### src/rtl/rr_lock_arbiter_pkg.sv
// Shared types for the round-robin lock arbiter: FSM state encoding and legal
// requester-count bounds.
package rr_lock_arbiter_pkg;

  localparam int MinNumReq = 2;
  localparam int MaxNumReq = 32;

  typedef enum logic [1:0] {
    ST_IDLE   = 2'd0,
    ST_BUSY   = 2'd1,
    ST_LOCKED = 2'd2
  } state_e;

endpackage

### src/rtl/rr_lock_arbiter_pick.sv
// rr_pick: combinational find-first-set over (req & mask), searching upward
// from ptr and wrapping to 0; returns one-hot, binary index and a found flag.
module rr_pick #(
  parameter int NumReq = 4,
  parameter int IdxW   = $clog2(NumReq)
) (
  input  logic [NumReq-1:0] req_i,
  input  logic [NumReq-1:0] mask_i,
  input  logic [IdxW-1:0]   ptr_i,
  output logic [NumReq-1:0] onehot_o,
  output logic [IdxW-1:0]   idx_o,
  output logic              found_o
);

  logic [NumReq-1:0] cand;

  assign cand = req_i & mask_i;

  always_comb begin
    logic hit;
    hit      = 1'b0;
    onehot_o = '0;
    idx_o    = '0;
    // First pass covers [ptr, NumReq-1], second pass the wrapped part [0, ptr-1].
    for (int i = 0; i < NumReq; i++) begin
      if (!hit && cand[i] && (i >= int'(ptr_i))) begin
        hit         = 1'b1;
        idx_o       = IdxW'(i);
        onehot_o[i] = 1'b1;
      end
    end
    for (int i = 0; i < NumReq; i++) begin
      if (!hit && cand[i]) begin
        hit         = 1'b1;
        idx_o       = IdxW'(i);
        onehot_o[i] = 1'b1;
      end
    end
    found_o = hit;
  end

endmodule

### src/rtl/rr_lock_arbiter.sv
// Round-robin arbiter with per-owner lock and registered one-hot grant.
// Lock support is compiled in only when RR_LOCK_ARBITER_LOCK_EN is defined.
module rr_lock_arbiter
  import rr_lock_arbiter_pkg::*;
#(
  parameter int NumReq = 4,
  parameter int IdxW   = $clog2(NumReq)
) (
  input  logic              CLK,
  input  logic              RSTN,
  input  logic [NumReq-1:0] REQ,
  input  logic [NumReq-1:0] LOCK,
  input  logic              RDY,
  output logic [NumReq-1:0] GNT,
  output logic              GNT_VLD,
  output logic [IdxW-1:0]   GNT_IDX
);

`ifdef RR_LOCK_ARBITER_LOCK_EN
  localparam bit LockEn = 1'b1;
`else
  localparam bit LockEn = 1'b0;
`endif

  state_e            state_q, state_d;
  logic [NumReq-1:0] gnt_q, gnt_d;
  logic [IdxW-1:0]   idx_q, idx_d;
  logic              vld_q, vld_d;
  logic [IdxW-1:0]   ptr_q, ptr_d;
  logic              arm_q;
  logic              upd_en, ptr_en;

  logic              xfer, owner_req, lock_take;
  logic [IdxW-1:0]   nxt_ptr;

  logic [NumReq-1:0] idle_oh, hand_oh;
  logic [IdxW-1:0]   idle_idx, hand_idx;
  logic              idle_found, hand_found;

  assign xfer      = vld_q & RDY;
  assign owner_req = |(REQ & gnt_q);
  assign lock_take = LockEn && (|(LOCK & gnt_q));
  assign nxt_ptr   = (idx_q == IdxW'(NumReq - 1)) ? '0 : idx_q + IdxW'(1);

  rr_pick #(.NumReq(NumReq), .IdxW(IdxW)) u_pick_idle (
    .req_i    (REQ),
    .mask_i   ({NumReq{1'b1}}),
    .ptr_i    (ptr_q),
    .onehot_o (idle_oh),
    .idx_o    (idle_idx),
    .found_o  (idle_found)
  );

  // Handoff search starts just past the owner and never re-selects it.
  rr_pick #(.NumReq(NumReq), .IdxW(IdxW)) u_pick_hand (
    .req_i    (REQ),
    .mask_i   (~gnt_q),
    .ptr_i    (nxt_ptr),
    .onehot_o (hand_oh),
    .idx_o    (hand_idx),
    .found_o  (hand_found)
  );

  always_comb begin
    state_d = state_q;
    gnt_d   = gnt_q;
    idx_d   = idx_q;
    vld_d   = vld_q;
    ptr_d   = ptr_q;
    upd_en  = 1'b0;
    ptr_en  = 1'b0;
    case (state_q)
      ST_IDLE: begin
        if (arm_q && idle_found) begin
          upd_en  = 1'b1;
          gnt_d   = idle_oh;
          idx_d   = idle_idx;
          vld_d   = 1'b1;
          state_d = ST_BUSY;
        end
      end
      ST_BUSY, ST_LOCKED: begin
        if (xfer && lock_take && owner_req) begin
          upd_en  = 1'b1;
          state_d = ST_LOCKED;
        end else if (xfer) begin
          upd_en = 1'b1;
          ptr_en = 1'b1;
          ptr_d  = nxt_ptr;
          if (hand_found) begin
            gnt_d   = hand_oh;
            idx_d   = hand_idx;
            vld_d   = 1'b1;
            state_d = ST_BUSY;
          end else begin
            gnt_d   = '0;
            idx_d   = '0;
            vld_d   = 1'b0;
            state_d = ST_IDLE;
          end
        end else if (!owner_req) begin
          upd_en  = 1'b1;
          gnt_d   = '0;
          idx_d   = '0;
          vld_d   = 1'b0;
          state_d = ST_IDLE;
        end
      end
      default: begin
        upd_en  = 1'b1;
        gnt_d   = '0;
        idx_d   = '0;
        vld_d   = 1'b0;
        state_d = ST_IDLE;
      end
    endcase
  end

  // arm_q holds off arbitration for the first edge after reset release.
  always_ff @(posedge CLK or negedge RSTN) begin
    if (!RSTN) begin
      state_q <= ST_IDLE;
      gnt_q   <= '0;
      idx_q   <= '0;
      vld_q   <= 1'b0;
      ptr_q   <= '0;
      arm_q   <= 1'b0;
    end else begin
      arm_q <= 1'b1;
      if (upd_en) begin
        state_q <= state_d;
        gnt_q   <= gnt_d;
        idx_q   <= idx_d;
        vld_q   <= vld_d;
      end
      if (ptr_en) begin
        ptr_q <= ptr_d;
      end
    end
  end

  assign GNT     = gnt_q;
  assign GNT_VLD = vld_q;
  assign GNT_IDX = idx_q;

endmodule

### config.mk
export PLATFORM = sky130hd
export DESIGN_NAME = rr_lock_arbiter
export DESIGN_NICKNAME = d
export VERILOG_FILES = /design/src/rtl/rr_lock_arbiter_pkg.sv /design/src/rtl/rr_lock_arbiter_pick.sv /design/src/rtl/rr_lock_arbiter.sv
export SDC_FILE = /design/constraint.sdc
export NUM_CORES = 1
export LEC_CHECK = 0
export BUFFER_PORTS_ARGS = -buffer_cell sky130_fd_sc_hd__buf_2
export CAP_MARGIN = 20
export CORE_MARGIN = 2
export CORE_UTILIZATION = 35
export CTS_CLUSTER_DIAMETER = 200
export DETAILED_ROUTE_END_ITERATION = 12
export PLACE_DENSITY = 0.54
export RECOVER_POWER = 50
export SETUP_SLACK_MARGIN = 0.15
export SYNTH_ARGS = -nofsm -noshare
export SYNTH_HDL_FRONTEND = slang
export SYNTH_HIERARCHICAL = 1
export SYNTH_SLANG_ARGS = --single-unit
export TNS_END_PERCENT = 1
### constraint.sdc
create_clock -name CLK -period 2.1 [get_ports CLK]
set_input_delay 0.42 -clock CLK [delete_from_list [all_inputs] [get_ports CLK]]
set_output_delay 0.42 -clock CLK [all_outputs]
set_load 0.03 [all_outputs]
# Word-level counts from Yosys, hierarchy flattened
# Cells that the tools add are included.
# W data, S select, Z words.
# word_totals
in_bits,11
register_bits,12
# classes
eq_ne,5
addsub,1
mux,70
order_cmp,6
bitwise_logic,4
n_reduce_logical,40
# ops
operator,n
$mux W1,42
$mux W2,19
$logic_and A1 B1 Y1,21
$mux W4,4
$logic_not A1 Y1,14
$and A4 B4 Y4,2
$ge A1 B2 Y1 const A,4
$pmux W2 S2,2
$pmux W4 S2,1
$reduce_and A3 Y1,2
$eq A2 B2 Y1 const B,2
$ge A2 B2 Y1 const A,2
$not A4 Y4,1
$pmux W1 S2,2
$reduce_or A4 Y1,1
$ne A3 B3 Y1 const B,1
$add A2 B1 Y2 const B,1
$eq A2 B1 Y1 const B,1
$logic_not A2 Y1,1
$ne A2 B2 Y1 const B,1
$reduce_or A2 Y1,1
$and A1 B1 Y1,1

# Longest topological paths before layout
# depth
word_depth,31
depth_mapped,8
ltp_nobuf,8

# By module
# Netlist, hierarchy kept.
# by_module_without_submodules
module,area_per_inst_um2,cells_per_inst,seq_area_each_um2,n_inst
rr_lock_arbiter,730.7,75,250.2,1
rr_pick (u_pick_hand),147.6,24,0.0,1
rr_pick (u_pick_idle),142.6,23,0.0,1

# Worst setup path after synthesis
# OpenSTA, ideal clock, no wires.
# synth_timing
path_type,register to register
from,register idx_q[0] (netlist: GNT_IDX[0])
to,register idx_q[1] (netlist: GNT_IDX[1])
arrival_ns,1.982
stages_incl_launch_ff,8
path_slack_ns,0.022
setup_time_ns,0.096
synth_period_minus_slack_ns,2.078
cell_sequence,dfrtp_1 > ha_1 > and2_4 > or2_1 > a31oi_1 > nand3_1 > and4_4 > nor4_2
# synth_between
elab_chain_len,31
word_cells_on_any_way,40
# synth_lines
element,line_no,text
start: declaration,rr_lock_arbiter.sv:27,"logic [IdxW-1:0] idx_q, idx_d;"
start signal: assignment,rr_lock_arbiter.sv:133,idx_q <= idx_d;
$add A2 B1 Y2 or $eq A2 B2 Y1 (tied branches),rr_lock_arbiter.sv:43,assign nxt_ptr = (idx_q == IdxW'(NumReq - 1)) ? '0 : idx_q + IdxW'(1);
$mux W2 (*),rr_lock_arbiter.sv:43,
net nxt_ptr[1],rr_lock_arbiter.sv:34,logic [IdxW-1:0] nxt_ptr;
$ge A1 B2 Y1,rr_lock_arbiter_pick.sv:26,if (!hit && cand[i] && (i >= int'(ptr_i))) begin
$logic_and A1 B1 Y1,rr_lock_arbiter_pick.sv:26,
$mux W1,rr_lock_arbiter_pick.sv:26,
$logic_not A1 Y1,rr_lock_arbiter_pick.sv:26,
$logic_and A1 B1 Y1 (2 in series),rr_lock_arbiter_pick.sv:26,
[16 not listed],n/a,
$mux W1,rr_lock_arbiter_pick.sv:33,if (!hit && cand[i]) begin
$logic_not A1 Y1,rr_lock_arbiter_pick.sv:33,
$logic_and A1 B1 Y1,rr_lock_arbiter_pick.sv:33,
$mux W2 (*),rr_lock_arbiter_pick.sv:33,
net hand_idx[1],rr_lock_arbiter.sv:37,"logic [IdxW-1:0] idle_idx, hand_idx;"
$mux W2 (*),rr_lock_arbiter.sv:90,if (hand_found) begin
$mux W2 (*),rr_lock_arbiter.sv:86,end else if (xfer) begin
$pmux W2 S2 (*),rr_lock_arbiter.sv:72,case (state_q)
# The timed path passes the listed nets; every way through them passes the cells marked *.
# A chain may end at the register's enable or synchronous reset.

# Final worst setup path
# layout_timing
from,register idx_q[1] (netlist: GNT_IDX[1])
to,register idx_q[1] (netlist: GNT_IDX[1])
# Same word-level chain as after synthesis.

==> results.sh <==
export IMPL_yosysWarnings=6
export IMPL_syn_inst=122
export IMPL_final_setup_tns_ps=0
export IMPL_htreeDepth=1
export IMPL_slew_headroom_pct=58.3
export IMPL_synth_area_mm2=0.00102
export IMPL_wl_per_cell_um=16.1
export IMPL_die_w_um=58.0
export IMPL_clock_sinks=10
export IMPL_cts_path_max_buffers=2
export IMPL_critPathBufInv=0
export IMPL_die_area_mm2=0.00337
export IMPL_drv_slew=0
export IMPL_setup_violations=0
export IMPL_synth_enable_flop_cells=0
export IMPL_fp_coreArea_mm2=0.00276
export IMPL_drt_initial_drc_count=21
export IMPL_cts_setup_buffers=0
export IMPL_instances_no_fill=178
export IMPL_routed_wl_mm=2.87
export IMPL_worst_slack_ps=152
export IMPL_track_usage_pct=19.1
export IMPL_rows=19
export IMPL_ys_seq_elements=10
export IMPL_io_pins=18
export IMPL_placedCellCount=173
export IMPL_path_max_fanout=5
export IMPL_rsz0062_at_grt="true"
export IMPL_async_reset_ff_share_pct=100
export IMPL_path_class="flip-flop to flip-flop"
export IMPL_grt_pass1_wl_mm=4.93
export IMPL_die_height_um=58.0
export IMPL_ant_nets=0
export IMPL_worstMarginPinSlew_ps=625
export IMPL_fmax_mhz=513
export IMPL_worstHoldPathType="input port to flip-flop"
export IMPL_finalCriticalPeriod_ps=1950
export IMPL_gp_congestion=0.854
export IMPL_final_nets=160
export IMPL_cts_root_buffer="clkbuf_4"
export IMPL_critical_path_cell_chain="ha_4 > and2_4 > or2_1 > a31oi_2 > nand3_1 > and4_4 > nor4_2"
export IMPL_synth_avg_cell_area_um2=8.37
export IMPL_hold_viol=0
export IMPL_post_synth_num_cell_types=41
export IMPL_grt_antenna_before_repair=0
export IMPL_dpl_instance_area_mm2=0.00117
export IMPL_dp_hpwl_mm=2.08
export IMPL_mostFrequentLayoutCell="a211oi_1"
export IMPL_grt_ovfl_total=0
export IMPL_worstPathRequired_ps=2290
export IMPL_vias=1059
export IMPL_leakage_nw=0.507
export IMPL_io_buffers=13
export IMPL_clk_pin_slew_worst_paths_ps=80
export IMPL_cap_violations=0
export IMPL_cts_tree="done"
export IMPL_drc=0
export IMPL_cp_data_arrival_time_ps=2140
export IMPL_critPathTopFamily="simple AND/OR/NAND/NOR gates"
export IMPL_drive_gt1_share_pct=35.4
export IMPL_area_delta_synth_final_pct=25.9
export IMPL_crit_slowest_cell="dfrtp_2"
export IMPL_numCtsBuffers=3
export IMPL_cp_start_kind="flip-flop"
export IMPL_first_pass_iters=4
export IMPL_grt_max_degree=18
export IMPL_clk_latency_ps=280
export IMPL_diodes=0
export IMPL_status="finished clean"
export IMPL_slowest_delay_ps=430
export IMPL_yosysSeqAreaShare_pct=24.5
export IMPL_viasPerCell=5.95
export IMPL_synth_main_ff_cell="dfrtp_1"
export IMPL_grt_pass1_vias=960
export IMPL_post_route_util_pct=46.6
export IMPL_p_per_area_mw_per_mm2=1590
export IMPL_finalCritPeriodShare_pct=92.8
export IMPL_final_area_mm2=0.00128
export IMPL_crit_path_end_kind="flip-flop"
export IMPL_ir_drop_mv=0.954
export IMPL_pre_cts_slack_ps=71.2
export IMPL_start_util_pct=37.0
export IMPL_skew_ps=5.80
export IMPL_mostFrequentLayoutCells="a211oi_1 (12), a21oi_1 (11), buf_2 (9)"
flip-flops by register name, summed over array words and instances (netlist names):
| name | count |
|---|---|
| ptr_q | 2 |
| state_q | 1 |
| GNT_IDX | 2 |
| GNT | 4 |
| arm_q | 1 |
area by class of cell:
cell class / instances / area, um^2
tap: 31 / 38.8
clock buffer: 4 / 36.3
multi-input combinational: 109 / 820
timing repair buffer: 20 / 123
inverter: 4 / 15.0
fill: 283 / 1470
sequential: 10 / 253
path summary, 6_finish.rpt:
| path | start | end | slack [ps] | depth (start not counted) |
|---|---|---|---|---|
| worst max register to register | GNT_IDX[1] | GNT_IDX[1] | 150 | 7 |
| max in group asynchronous | RSTN | GNT_IDX[1] | 1010 | 2 |
| worst max-delay path | GNT_IDX[1] | GNT_IDX[1] | 150 | 7 |
| worst min-delay path | RDY | state_q[0] | 570 | 3 |
| worst min register to register | ptr_q[0] | ptr_q[0] | 580 | 1 |
| min in group asynchronous | RSTN | state_q[0] | 660 | 2 |
cells in the mapped netlist, types with 2 or more instances:
library cell,count,area share (%)
a22oi_2,2,2.5
dfrtp_1,10,25
nor2_1,6,2.2
nand2b_1,3,1.8
and3_1,4,2.5
a211oi_1,12,8.8
a21oi_1,13,6.4
nand3b_1,3,2.2
mux2_2,2,2.2
buf_6,3,3.3
nand2_2,2,1.2
inv_1,4,1.5
o221ai_1,2,1.7
nand2_1,8,2.9
nand3_1,6,2.9
and4_4,3,3.3
o211ai_1,2,1.5
a31oi_1,2,1.2
and2_4,2,1.7
nor4_2,3,3.7
nor4_1,3,1.8
and4_2,2,2.0
and2_1,2,1.2
nand4b_1,2,1.7
nand4_1,2,1.2
or2_1,2,1.2
and3_2,2,1.5
o21ai_2,2,1.7
what timing repair did:
item	4_1_cts	5_1_grt
pin swaps	4	5
setup endpoints to repair	3	6
endpoints found under the hold margin	6	0
hold buffers	1	0
gates resized for setup	2	11
per-stage QoR:
stage	hold slack [ps]	power [mW]
floorplan	124	1.39
global placement	302	1.67
detailed placement	303	1.68
CTS	534	1.91
global route	584	2.21
finish	572	2.05
tightest hold or removal path, delay by kind of cell:
family,cells,cell delay (ps)
AOI/OAI and AO/OA,1,140
buffers and inverters,1,170
and+or+nand+nor,1,100
where the power goes:
| group | switching, mW | internal [mW] |
|---|---|---|
| combinational | 0.791 | 0.627 |
| sequential | 0.153 | 0.288 |
| clock | 0.0827 | 0.106 |
| total | 1.03 | 1.02 |
routing by layer:
metal	global-route usage, %	vias to the layer above	wire [um]
li1	-	526	-
met1	28.0	518	1430
met2	29.4	10	1360
met5	0	-	0
met3	2.01	5	44
met4	5.98	0	39
cell families (layout without fill, tap and decap cells):
| group | count (synthesis) | in the layout | synth area share (%) |
|---|---|---|---|
| buf+inv | 9 | 28 | 6.00 |
| other cells | 1 | 7 | 0.367 |
| flops | 10 | 10 | 24.5 |
| compound gates | 41 | 41 | 28.2 |
| simple gates | 58 | 58 | 37.5 |
| fa+ha+maj | 1 | 1 | 1.23 |
| mux | 2 | 2 | 2.21 |
Note: power is estimated with default switching activity, not from simulation.
